## config.mk

```make
export PLATFORM = sky130hd
export DESIGN_NAME = elevator_ctrl
export DESIGN_NICKNAME = d
export VERILOG_FILES = /design/src/rtl/elevator_ctrl.sv
export SDC_FILE = /design/constraint.sdc
export NUM_CORES = 1
export LEC_CHECK = 0
export ABC_AREA = 1
export BUFFER_PORTS_ARGS = -buffer_cell sky130_fd_sc_hd__buf_2
export CAP_MARGIN = 20
export CORE_MARGIN = 5
export CORE_UTILIZATION = 45
export DETAILED_ROUTE_END_ITERATION = 10
export GPL_TIMING_DRIVEN = 1
export PLACE_DENSITY = 0.7
export SLEW_MARGIN = 20
export SYNTH_ARGS = -nofsm -noshare
export SYNTH_HDL_FRONTEND = slang
export SYNTH_SLANG_ARGS = --single-unit
```

## constraint.sdc

```tcl
create_clock -name clk -period 3.5 [get_ports clk]
set_input_delay 0.7 -clock clk [delete_from_list [all_inputs] [get_ports clk]]
set_output_delay 0.7 -clock clk [all_outputs]
set_load 0.01 [all_outputs]
```

## src/rtl/elevator_ctrl.sv

```systemverilog
// Mech-triggered vertical platform: moves between Y_TOP and Y_BOTTOM on frame_tick, publishes terrain props, carry/step flags and sprite address.
// Optional ELEV_HOLD_EN: the platform dwells HOLD_FRAMES at the top after release and ignores release while rising.
module elevator_ctrl #(
    parameter logic [9:0] X_POS    = 10'd200,
    parameter logic [9:0] Y_TOP    = 10'd120,
    parameter logic [9:0] Y_BOTTOM = 10'd300,
    parameter logic [9:0] WIDTH    = 10'd64,
    parameter logic [9:0] HEIGHT   = 10'd16,
    parameter logic [3:0] SPEED    = 4'd2
`ifdef ELEV_HOLD_EN
    ,
    parameter logic [7:0] HOLD_FRAMES = 8'd60
`endif
) (
    input  logic        clk,
    input  logic        rst_n,
    input  logic        frame_tick,
    input  logic        trigger,
    input  logic [39:0] player1_props,
    input  logic [39:0] player2_props,
    input  logic [9:0]  disp_h,
    input  logic [9:0]  disp_v,
    output logic [39:0] elev_props,
    output logic        carry_p1,
    output logic        carry_p2,
    output logic        step_up,
    output logic        step_down,
    output logic        at_top,
    output logic        in_sprite,
    output logic [16:0] addr
);

    typedef enum logic [1:0] {DOWN, RISING, UP, FALLING} state_t;

    localparam logic [10:0] SPEED_W = {7'd0, SPEED};
    localparam logic [10:0] X_END   = {1'b0, X_POS} + {1'b0, WIDTH};

    state_t      state_q, state_d;
    logic [9:0]  y_q, y_d;
    logic        step_up_q, step_up_d, step_dn_q, step_dn_d;
    logic        carry1_q, carry1_d, carry2_q, carry2_d;
    logic        in_sprite_q, in_sprite_d;
    logic [16:0] addr_q, addr_d;
    logic        rise_abort, rise_clamp, fall_clamp, blocked;
    logic [9:0]  dv, dh;
    logic [19:0] pix_ofs;

    // 11-bit compares throughout so edges near 1023 never wrap.
    function automatic logic x_overlap(input logic [39:0] p);
        return ({1'b0, p[39:30]} < X_END) &&
               (({1'b0, p[39:30]} + {1'b0, p[19:10]}) > {1'b0, X_POS});
    endfunction

    function automatic logic is_blocked(input logic [39:0] p, input logic [9:0] y);
        logic [10:0] lo;
        lo = {1'b0, y} + {1'b0, HEIGHT};
        return x_overlap(p) && ({1'b0, p[29:20]} >= lo) && ({1'b0, p[29:20]} < lo + SPEED_W);
    endfunction

    function automatic logic is_carried(input logic [39:0] p, input logic [9:0] y);
        return x_overlap(p) && (({1'b0, p[29:20]} + {1'b0, p[9:0]}) == {1'b0, y});
    endfunction

`ifdef ELEV_HOLD_EN
    logic [7:0] hold_q, hold_d;
    logic       holding_q, holding_d;
    assign rise_abort = 1'b0;

    always_ff @(posedge clk or negedge rst_n) begin
        if (!rst_n) begin
            hold_q    <= 8'd0;
            holding_q <= 1'b0;
        end else begin
            hold_q    <= hold_d;
            holding_q <= holding_d;
        end
    end
`else
    assign rise_abort = !trigger;
`endif

    assign rise_clamp = ({1'b0, y_q} <= ({1'b0, Y_TOP} + SPEED_W));
    assign fall_clamp = (({1'b0, y_q} + SPEED_W) >= {1'b0, Y_BOTTOM});
    assign blocked    = is_blocked(player1_props, y_q) || is_blocked(player2_props, y_q);

    always_comb begin
        state_d   = state_q;
        y_d       = y_q;
        step_up_d = 1'b0;
        step_dn_d = 1'b0;
`ifdef ELEV_HOLD_EN
        hold_d    = hold_q;
        holding_d = holding_q;
`endif
        if (frame_tick) begin
            case (state_q)
                DOWN: if (trigger) state_d = RISING;
                RISING: begin
                    if (rise_abort) begin
                        state_d = FALLING;
                    end else if (rise_clamp) begin
                        y_d       = Y_TOP;
                        step_up_d = 1'b1;
                        state_d   = UP;
                    end else begin
                        y_d       = y_q - {6'd0, SPEED};
                        step_up_d = 1'b1;
                    end
                end
                UP: begin
`ifdef ELEV_HOLD_EN
                    // A re-press freezes the countdown; the next release continues it.
                    if (!trigger) begin
                        if (!holding_q) begin
                            hold_d    = HOLD_FRAMES;
                            holding_d = 1'b1;
                        end else if (hold_q <= 8'd1) begin
                            hold_d    = 8'd0;
                            holding_d = 1'b0;
                            state_d   = FALLING;
                        end else begin
                            hold_d = hold_q - 8'd1;
                        end
                    end
`else
                    if (!trigger) state_d = FALLING;
`endif
                end
                FALLING: begin
                    if (trigger) begin
                        state_d = RISING;
                    end else if (blocked) begin
                        state_d = FALLING;
                    end else if (fall_clamp) begin
                        y_d       = Y_BOTTOM;
                        step_dn_d = 1'b1;
                        state_d   = DOWN;
                    end else begin
                        y_d       = y_q + {6'd0, SPEED};
                        step_dn_d = 1'b1;
                    end
                end
                default: state_d = DOWN;
            endcase
        end
    end

    always_comb begin
        carry1_d    = is_carried(player1_props, y_q);
        carry2_d    = is_carried(player2_props, y_q);
        dv          = disp_v - y_q;
        dh          = disp_h - X_POS;
        pix_ofs     = {10'd0, dv} * {10'd0, WIDTH} + {10'd0, dh};
        in_sprite_d = ({1'b0, disp_h} >= {1'b0, X_POS}) && ({1'b0, disp_h} < X_END) &&
                      ({1'b0, disp_v} >= {1'b0, y_q}) &&
                      ({1'b0, disp_v} < ({1'b0, y_q} + {1'b0, HEIGHT}));
        addr_d      = in_sprite_d ? pix_ofs[16:0] : 17'd0;
    end

    always_ff @(posedge clk or negedge rst_n) begin
        if (!rst_n) begin
            state_q     <= DOWN;
            y_q         <= Y_BOTTOM;
            step_up_q   <= 1'b0;
            step_dn_q   <= 1'b0;
            carry1_q    <= 1'b0;
            carry2_q    <= 1'b0;
            in_sprite_q <= 1'b0;
            addr_q      <= 17'd0;
        end else begin
            state_q     <= state_d;
            y_q         <= y_d;
            step_up_q   <= step_up_d;
            step_dn_q   <= step_dn_d;
            carry1_q    <= carry1_d;
            carry2_q    <= carry2_d;
            in_sprite_q <= in_sprite_d;
            addr_q      <= addr_d;
        end
    end

    assign elev_props = {X_POS, y_q, WIDTH, HEIGHT};
    assign carry_p1   = carry1_q;
    assign carry_p2   = carry2_q;
    assign step_up    = step_up_q;
    assign step_down  = step_dn_q;
    assign at_top     = (state_q == UP);
    assign in_sprite  = in_sprite_q;
    assign addr       = addr_q;

endmodule

```

==> impl_metrics.json, run 1 <==
{
  "pwr-share-seq_pct": 15.3,
  "crit_chain": "ha_1 -> inv_1 -> nand2_1 -> nand2_1 -> or3_1 -> nor3_1 -> xor2_1 -> ha_1 -> nand2_1 -> nand2_1 -> nand2_1 -> nand2_1 -> inv_1 -> nand3_2 -> nand2_2 -> nand2_4 -> nand2_8 -> nand2_1 -> o21ai_2",
  "grt_usage_pct": 19.9,
  "final_antenna_net_count": 0,
  "setup_ws_ns": 0.309,
  "path_clk_slew_ns": 0.06,
  "syn_inst": 948,
  "grt_start_max_net_pins": 34,
  "h-tree-depth": 2,
  "drive_gt1_share_pct": 18.3,
  "cp_max_fo": 15,
  "relSlewSlack_pct": 49.3,
  "worst_pin_slew_ns": 0.760,
  "cp-end-kind": "flip-flop",
  "synth_top_area_cell": "ha_1",
  "core_area_sq_um": 13700,
  "p_switching_mw": 2.13,
  "hpwlAfterDp_um": 14100,
  "grt_overflow": 0,
  "yosysSeqAreaShare_pct": 13.4,
  "cts_root_buf": "clkbuf_16",
  "clock-skew-final_ns": 0.00759,
  "cts_tree": "built",
  "wl_per_cell_um": 12.9,
  "synth_warnings": 0,
  "antenna_found_initial": 0,
  "status": "finished clean",
  "drc": 0,
  "ir_worst_vdd_mv": 0.325,
  "fmax_mhz": 313,
  "crit_path_frequent_cell": "nand2_1",
  "setup_violations": 0,
  "grt_setup_unrepaired": "no",
  "layout_min_cycle_time_ns": 3.19,
  "ys_top_cells_by_area": "ha_1 (21%), nand2_1 (16%), dfrtp_1 (12%), inv_1 (8.0%), nor2_1 (5.5%)",
  "die_h_um": 127,
  "slew_viol_final": 0,
  "critPathMaxStageDelay_ns": 0.59,
  "layout.nets": 1303,
  "drv_cap": 0,
  "pwr-share-clk_pct": 10.7,
  "use_met3_pct": 2.76,
  "dp_slack_ns": 0.311,
  "drtPass1Iterations": 5,
  "rows": 43,
  "die_w_um": 127,
  "drt_iter0_drc": 256,
  "finalHoldViolations": 0,
  "hp-class": "input port to asynchronous set/reset pin",
  "grt_use_met2_pct": 35.8,
  "netlist.area_leader.share_pct": 20.7,
  "cts_buffers": 5,
  "grt_pass1_wl_um": 27000,
  "routed_via_density": 4.90,
  "power_density_nw_per_um2": 556,
  "post_cts_buffers": 0,
  "setup.worst_path.class": "flip-flop to flip-flop",
  "critical_path_arrival_ns": 3.40,
  "die_area_sq_um": 16300,
  "fin_tns_setup_ns": 0,
  "swShare_pct": 53.5,
  "gr-usage-met1_pct": 25.5,
  "p_leak_nw": 4.21,
  "clockBufferDepth": 2,
  "gp_congestion": 0.906,
  "syn-cell-area_sq_um": 6210,
  "start_util_pct": 45.3,
  "grt_pass1_vias": 5909,
  "ys_ff_latch": 33,
  "cpMaxStageDelayCell": "dfstp_2",
  "busiest_layer": "met2",
  "wl_um": 16300,
  "insertion_delay_ns": 0.28,
  "pwr-share-comb_pct": 74.0,
  "area_delta_synth_final_pct": 15.1,
  "synth_cell_types": 48,
  "intPower_mw": 1.85,
  "num_vias": 6225,
  "antenna_cells": 0,
  "postSynthAreaPerCell_sq_um": 6.55,
  "portBuffers": 135,
  "cts_sinks": 33,
  "ios": 167,
  "crit_required_ns": 3.71,
  "fillers": 1398,
  "start_kind": "flip-flop",
  "fin_crit_sh_pct": 91.2,
  "final_util_pct": 52.1
}
[registers in the layout, summed over array words and instances (netlist names)]
name,cells
carry_p1,1
state_q,2
in_sprite,1
y_q,9
carry_p2,1
step_down,1
addr,17
step_up,1
[metal layers]
metal	vias to the layer above	routed length (um)
li1	3296	-
met1	2745	7070
met2	168	7960
met3	16	1120
met4	0	195
met5	-	0
[synth_stat cells (all sizes together)]
cell and count:
xor2 35, o221ai 1, conb 2, inv 139, clkinv 1, dfrtp 29, o21ai 25, fa 6
o21bai 2, or2 6, nor3 16, o22ai 4, a21oi 52, xnor2 10, and3 2, or3 1
nand3b 8, a21boi 1, nand3 59, a22oi 2, a31o 1, nor2 91, o211ai 5, a31oi 2
o311ai 1, a21o 6, nor4 3, nand4 14, ha 103, nand2 270, buf 41, nor3b 3
dfstp 4, o21a 3
[repair_timing]
| action | 4_1_cts | 5_1_grt |
|---|---|---|
| endpoints found under the setup margin | 0 | 5 |
| resized for setup | 0 | 2 |
| hold buffers | 0 | 0 |
[final cells by class]
cell class / count / area (sq um) / share of cell area, %
Clock buffer: 5 / 125 / 1.75
Sequential cell: 33 / 831 / 11.6
Timing Repair Buffer: 146 / 758 / 10.6
Inverter: 140 / 528 / 7.39
Clock inverter: 3 / 17.5 / 0.245
Multi-Input combinational cell: 764 / 4660 / 65.2
Tap cell: 180 / 225 / 3.15
[logic make-up after synthesis]
family	synth area share (%)
AOI/OAI and AO/OA	10.1
xor gates and xnor gates	6.71
adders and majority gates	22.7
buffers and inverters	13.6
DFF	13.4
other	0.121
and+or+nand+nor	33.4
[final timing paths]
kind	from	to	slack, ns	cells past startpoint
setup reg to reg	y_q[5]	y_q[1]	0.31	19
min in group clk	state_q[1]	state_q[1]	0.54	2
setup / recovery	y_q[5]	y_q[1]	0.31	19
hold / removal	rst_n	y_q[7]	0.49	1
max in group asynchronous	rst_n	addr[15]	2.52	1
hold reg to reg	state_q[1]	state_q[1]	0.54	2
[critical path, delay by kind of cell, from the launching register on]
| family | cells | cell delay, ns |
|---|---|---|
| AND/OR/NAND/NOR | 13 | 1.58 |
| flip-flops | 1 | 0.59 |
| adder cells (fa/ha/maj) | 2 | 0.50 |
| XOR/XNOR | 1 | 0.22 |
| buffers and inverters | 2 | 0.15 |
| AO/OA/AOI/OAI | 1 | 0.06 |
[power by group through the flow]
| stage | clock (mW) | combinational (mW) | sequential, mW |
|---|---|---|---|
| floorplan | 0 | 2.24 | 0.554 |
| global route | 0.449 | 3.38 | 0.614 |
| detailed placement | 0 | 2.91 | 0.609 |
| global placement | 0 | 2.87 | 0.605 |
| CTS | 0.435 | 2.93 | 0.604 |
| finish | 0.427 | 2.94 | 0.608 |
[stage by stage]
step                hold WS, ns  std cells  power (mW)  cell area (sq um)
floorplan                 0.404        978        2.79               6320
global placement          0.510       1263        3.48               6990
detailed placement        0.513       1263        3.52               6990
CTS                       0.528       1271        3.97               7130
global route              0.561       1271        4.44               7150
finish                    0.495       1271        3.98               7150
[layout by cell type, fill, tap and decap left out, types with 13 or more instances in the layout]
cell     netlist  final
a21oi_1       51     51
buf_2          4    135
conb_1         2     32
dfrtp_1       29     29
ha_1         103    103
inv_1        132    132
nand2_1      261    261
nand3_1       55     55
nand4_1       14     14
nor2_1        91     91
nor3_1        13     13
o21ai_0       17     17
xor2_1        32     31
No activity file was read; power rests on OpenSTA's default activity.
==> inputs of run 2 (changes only) <==
Settings changed: ABC_AREA 1 to default, PLACE_DENSITY 0.7 to 0.71.
==> impl_metrics.json, run 2 <==
{
  "post_dp_cell_area_sq_um": 6710,
  "setup_violations": 0,
  "routed_via_density": 5.54,
  "fin_crit_sh_pct": 96.8,
  "insertion_delay_ns": 0.28,
  "h-tree-depth": 2,
  "fmax_mhz": 295,
  "grt_pass1_wl_um": 25900,
  "postSynthAreaPerCell_sq_um": 8.18,
  "portBuffers": 135,
  "die_w_um": 124,
  "drv_cap": 0,
  "hpwlAfterDp_um": 13800,
  "clock-skew-final_ns": 0.00383,
  "wl_per_cell_um": 16.1,
  "layout_min_cycle_time_ns": 3.39,
  "die_h_um": 124,
  "clockBufferDepth": 2,
  "rows": 41,
  "final_cell_mix": "buf_2 (135), ha_1 (101), xnor2_1 (48)",
  "area_delta_synth_final_pct": 20.3,
  "ys_ff_latch": 33,
  "cts_sinks": 33,
  "path_clk_slew_ns": 0.06,
  "wl_um": 16600,
  "ys_top_cells_by_area": "ha_1 (22%), dfrtp_1 (13%), xnor2_1 (7.5%), buf_4 (4.1%), a21oi_1 (3.4%)",
  "cts_tree": "built",
  "grt_usage_pct": 21.0,
  "drc": 0,
  "hp-class": "input port to asynchronous set/reset pin",
  "fillers": 1240,
  "critPathMaxStageDelay_ns": 0.53,
  "grt_overflow": 0,
  "ios": 167,
  "crit_chain": "ha_1 -> nand2_1 -> nor2_2 -> nand3_2 -> xnor2_2 -> ha_1 -> nand4_1 -> or3_1 -> a21oi_1 -> o21bai_1 -> o211ai_2 -> nand3_2 -> a21o_1 -> a222oi_1",
  "hold_buffers": 0,
  "yosysMostFrequentCell": "ha_1",
  "final_common_cell": "buf_2",
  "netlist.area_leader.share_pct": 22.2,
  "multi_input_area_sq_um": 4760,
  "drtPass1Iterations": 5,
  "slew_viol_final": 0,
  "grt_pass1_vias": 5368,
  "cp-end-kind": "flip-flop",
  "antenna_found_initial": 0,
  "post-route-cell-area_sq_um": 6980,
  "start_kind": "flip-flop",
  "start_util_pct": 46.0,
  "status": "finished clean",
  "largest_reg_flops": 17,
  "ys_async_sr_fraction_pct": 100,
  "crit_required_ns": 3.66,
  "place_inst": 1025,
  "num_vias": 5737,
  "drive_gt1_share_pct": 26.1,
  "setup.worst_path.class": "flip-flop to flip-flop",
  "synth_warnings": 0,
  "syn_inst": 709,
  "synth-edff-count": 0,
  "cpMaxStageDelayCell": "dfstp_2",
  "power_density_nw_per_um2": 706,
  "drt_iter0_drc": 352,
  "cp_max_fo": 5,
  "ir_worst_vdd_mv": 0.308,
  "yosysSeqAreaShare_pct": 14.3,
  "gp_congestion": 0.949,
  "cts_root_buf": "clkbuf_16",
  "grt_start_max_net_pins": 34,
  "core_area_sq_um": 12600,
  "cts_buffers": 5,
  "antenna_cells": 0,
  "worst_pin_slew_ns": 0.768,
  "final_util_pct": 55.3,
  "final_antenna_net_count": 0,
  "synth_top_area_cell": "ha_1",
  "holdWs_ns": 0.495,
  "finalHoldViolations": 0,
  "layout.nets": 1075,
  "regArea_sq_um": 832,
  "fin_tns_setup_ns": 0,
  "p_leak_nw": 3.39,
  "layout.cells.non_filler": 1035,
  "critical_path_arrival_ns": 3.55,
  "die_area_sq_um": 15300,
  "syn-cell-area_sq_um": 5800,
  "synthFlopType": "dfrtp_1",
  "synth_cell_types": 79,
  "yosys-top-cells-count": "ha_1 (103), xnor2_1 (50), nor2_1 (48)",
  "relSlewSlack_pct": 48.8
}
-- run 2: layout make-up --
type | instances | share of cell area [%]
Multi-Input combinational cell | 625 | 68.2
Timing Repair Buffer | 168 | 13.2
Clock inverter | 3 | 0.251
Tap cell | 172 | 3.08
Sequential cell | 33 | 11.9
Clock buffer | 5 | 1.79
Inverter | 29 | 1.56
-- run 2: kinds of logic (layout without fill, tap and decap cells) --
kind of cell	count (synthesis)	in the layout	share of synthesized area (%)
AOI/OAI and AO/OA	191	191	22.7
DFF	33	33	14.3
xor gates and xnor gates	68	68	10.3
buffers and inverters	81	205	7.59
muxes	10	10	1.83
adders and majority gates	109	109	24.3
other	2	32	0.129
and+or+nand+nor	215	215	18.9
-- run 2: final timing paths --
check | startpoint | endpoint | slack [ns] | cells after the start
max | y_q[2] | y_q[8] | 0.11 | 14
min | rst_n | addr[1] | 0.49 | 1
max reg2reg | y_q[2] | y_q[8] | 0.11 | 14
min reg2reg | state_q[1] | y_q[5] | 0.62 | 1
max in group asynchronous | rst_n | y_q[6] | 2.47 | 1
min in group clk | disp_h[3] | addr[3] | 0.62 | 2
-- run 2: power breakdown --
group | internal (mW) | total (mW) | switching (mW)
Sequential | 0.475 | 0.601 | 0.126
Combinational | 1.68 | 3.90 | 2.22
Clock | 0.261 | 0.427 | 0.166
-- run 2: timing repair --
action,in CTS,in global routing
resized for setup,0,22
endpoints found under the setup margin,0,11
buffers inserted,0,2
-- run 2: per-stage QoR --
step,setup WS (ns),total power [mW]
after global routing,-0.0395,5.39
after detailed placement,-0.0179,4.25
after floorplan,0.195,3.22
after CTS,0.0432,4.70
after global placement,0.0817,4.21
final,0.114,4.93
-- run 2: critical path: cells and delay by family, from the launching register on --
family	cells	cell delay (ns)
AO/OA/AOI/OAI	5	1.01
XOR/XNOR	1	0.17
adder cells (fa/ha/maj)	2	0.52
flip-flops	1	0.53
AND/OR/NAND/NOR	6	1.06
-- run 2: layer usage --
metal | vias up | part of all wire, % | global-route usage (%)
met5 | - | 0 | 0
met4 | 0 | 1.1 | 3.46
met3 | 22 | 7.7 | 3.61
met2 | 228 | 46 | 35.9
met1 | 2618 | 45 | 28.2
li1 | 2869 | - | -
==> inputs of run 3 (changes only) <==
--- a/config.mk
+++ b/config.mk
@@ -6,9 +6,10 @@
 export NUM_CORES = 1
 export LEC_CHECK = 0
-export BUFFER_PORTS_ARGS = -buffer_cell sky130_fd_sc_hd__buf_2
+export BUFFER_PORTS_ARGS = -buffer_cell sky130_fd_sc_hd__buf_4
 export CAP_MARGIN = 20
 export CORE_MARGIN = 5
 export CORE_UTILIZATION = 45
 export DETAILED_ROUTE_END_ITERATION = 10
+export GPL_ROUTABILITY_DRIVEN = 0
 export GPL_TIMING_DRIVEN = 1
 export PLACE_DENSITY = 0.71
==> constraint.sdc (replaced) <==
create_clock -name clk -period 3.5 [get_ports clk]
set_input_delay 0.7 -clock clk [delete_from_list [all_inputs] [get_ports clk]]
set_output_delay 0.7 -clock clk [all_outputs]
set_load 0.05 [all_outputs]
==> impl_metrics.json, run 3 (synthesis results as in run 2) <==
{
  "ios": 167,
  "critical_path_arrival_ns": 3.59,
  "relSlewSlack_pct": 61.4,
  "path_clk_slew_ns": 0.05,
  "slew_viol_final": 0,
  "area_delta_synth_final_pct": 28.0,
  "final_common_cell": "buf_4",
  "largest_reg_flops": 17,
  "layout.nets": 1078,
  "clock-skew-final_ns": 0.00588,
  "ir_worst_vdd_mv": 0.346,
  "setup.worst_path.class": "flip-flop to flip-flop",
  "cts_root_buf": "clkbuf_16",
  "wl_per_cell_um": 16.1,
  "cpMaxStageDelayCell": "dfstp_2",
  "holdWs_ns": 0.357,
  "critPathMaxStageDelay_ns": 0.65,
  "core_area_sq_um": 12600,
  "insertion_delay_ns": 0.28,
  "use_met3_pct": 3.29,
  "busiest_layer": "met2",
  "portBuffers": 135,
  "wl_um": 16700,
  "cts_buffers": 5,
  "routed_via_density": 5.53,
  "clockBufferDepth": 2,
  "num_vias": 5741,
  "drive_gt1_share_pct": 27.3,
  "dp_slack_ns": -0.0216,
  "fin_crit_sh_pct": 97.9,
  "layout_min_cycle_time_ns": 3.43,
  "drc": 0,
  "grt_overflow": 0,
  "antenna_found_initial": 0,
  "start_util_pct": 46.0,
  "hp-class": "input port to asynchronous set/reset pin",
  "die_h_um": 124,
  "status": "finished clean",
  "grt_setup_unrepaired": "yes",
  "cts_tree": "built",
  "cp_max_fo": 8,
  "crit_chain": "ha_4 -> and2_4 -> nand2_2 -> xnor2_2 -> buf_6 -> xor2_2 -> ha_1 -> and3_4 -> nand2_2 -> nand3_2 -> a31oi_2 -> o221ai_2 -> nand3_2 -> a21o_1 -> a222oi_1",
  "drt_iter0_drc": 517,
  "finalHoldViolations": 0,
  "cp-end-kind": "flip-flop",
  "hold_buffers": 0,
  "crit_required_ns": 3.66,
  "die_area_sq_um": 15300,
  "h-tree-depth": 2,
  "antenna_cells": 0,
  "drv_cap": 0,
  "grt_pass1_wl_um": 26100,
  "worst_pin_slew_ns": 0.574,
  "power_density_nw_per_um2": 732,
  "setup_ws_ns": 0.0741,
  "setup_violations": 0,
  "final_antenna_net_count": 0,
  "rows": 41,
  "final_cell_mix": "buf_4 (170), ha_1 (99), xnor2_1 (48)",
  "start_kind": "flip-flop",
  "grt_start_max_net_pins": 34,
  "hpwlAfterDp_um": 13700,
  "grt_usage_pct": 21.0,
  "grt_use_met2_pct": 35.0,
  "p_leak_nw": 3.52,
  "grt_pass1_vias": 5484,
  "fmax_mhz": 292,
  "drtPass1Iterations": 7,
  "cts_sinks": 33,
  "die_w_um": 124,
  "gr-usage-met1_pct": 28.8
}
## run 3: critical path: cells and delay by family, from the launching register on
kind | cells | cell delay [ns]
fa+ha+maj | 2 | 0.52
simple gates | 6 | 0.73
xor+xnor | 2 | 0.35
buf+inv | 1 | 0.14
compound gates | 4 | 0.91
flops | 1 | 0.65
## run 3: area by class of cell
cell class                 instances  area [sq um]
clock buffer                       7           143
timing repair buffer             171          1290
sequential                        33           832
multi-input combinational        625          4810
fill                            1200          5190
clock inverter                     1          30.0
inverter                          29           109
tap                              172           215
## run 3: power by group
part           internal [mW]  switching (mW)  total [mW]
Combinational           1.81            2.51        4.32
Sequential             0.476           0.135       0.610
Clock                  0.355           0.157       0.512
Total                   2.64            2.80        5.44
## run 3: final timing paths
kind,from,end,slack [ns],cells after the start
min reg2reg,state_q[1],y_q[5],0.63,1
max in group asynchronous,rst_n,y_q[5],2.81,1
min,rst_n,addr[0],0.36,1
max,y_q[5],y_q[8],0.07,15
max reg2reg,y_q[5],y_q[8],0.07,15
min in group clk,disp_h[3],addr[3],0.60,2
## run 3: per-layer routing
layer  vias to the layer above  part of all wire (%)
met5                         -                     0
met4                         0                   1.1
met3                        21                   7.9
met2                       237                    47
met1                      2612                    44
li1                       2871                     -
## run 3: per-stage QoR
step	total power [mW]	TNS, ns	instances	instance area [sq um]	utilization [%]
after floorplan	3.48	0	739	5920	-
after global placement	4.51	0	1023	7030	55.7
after detailed placement	4.56	-0.0365	1023	7030	55.7
after CTS	5.12	0	1031	7210	57.1
after global routing	5.90	-0.0953	1038	7430	58.9
final	5.44	0	1038	7430	58.9
## run 3: timing repair
item                                    CTS  global route
buffers inserted                          0             7
resized for setup                         1            35
pin swaps                                 0            16
endpoints found under the setup margin    3            12
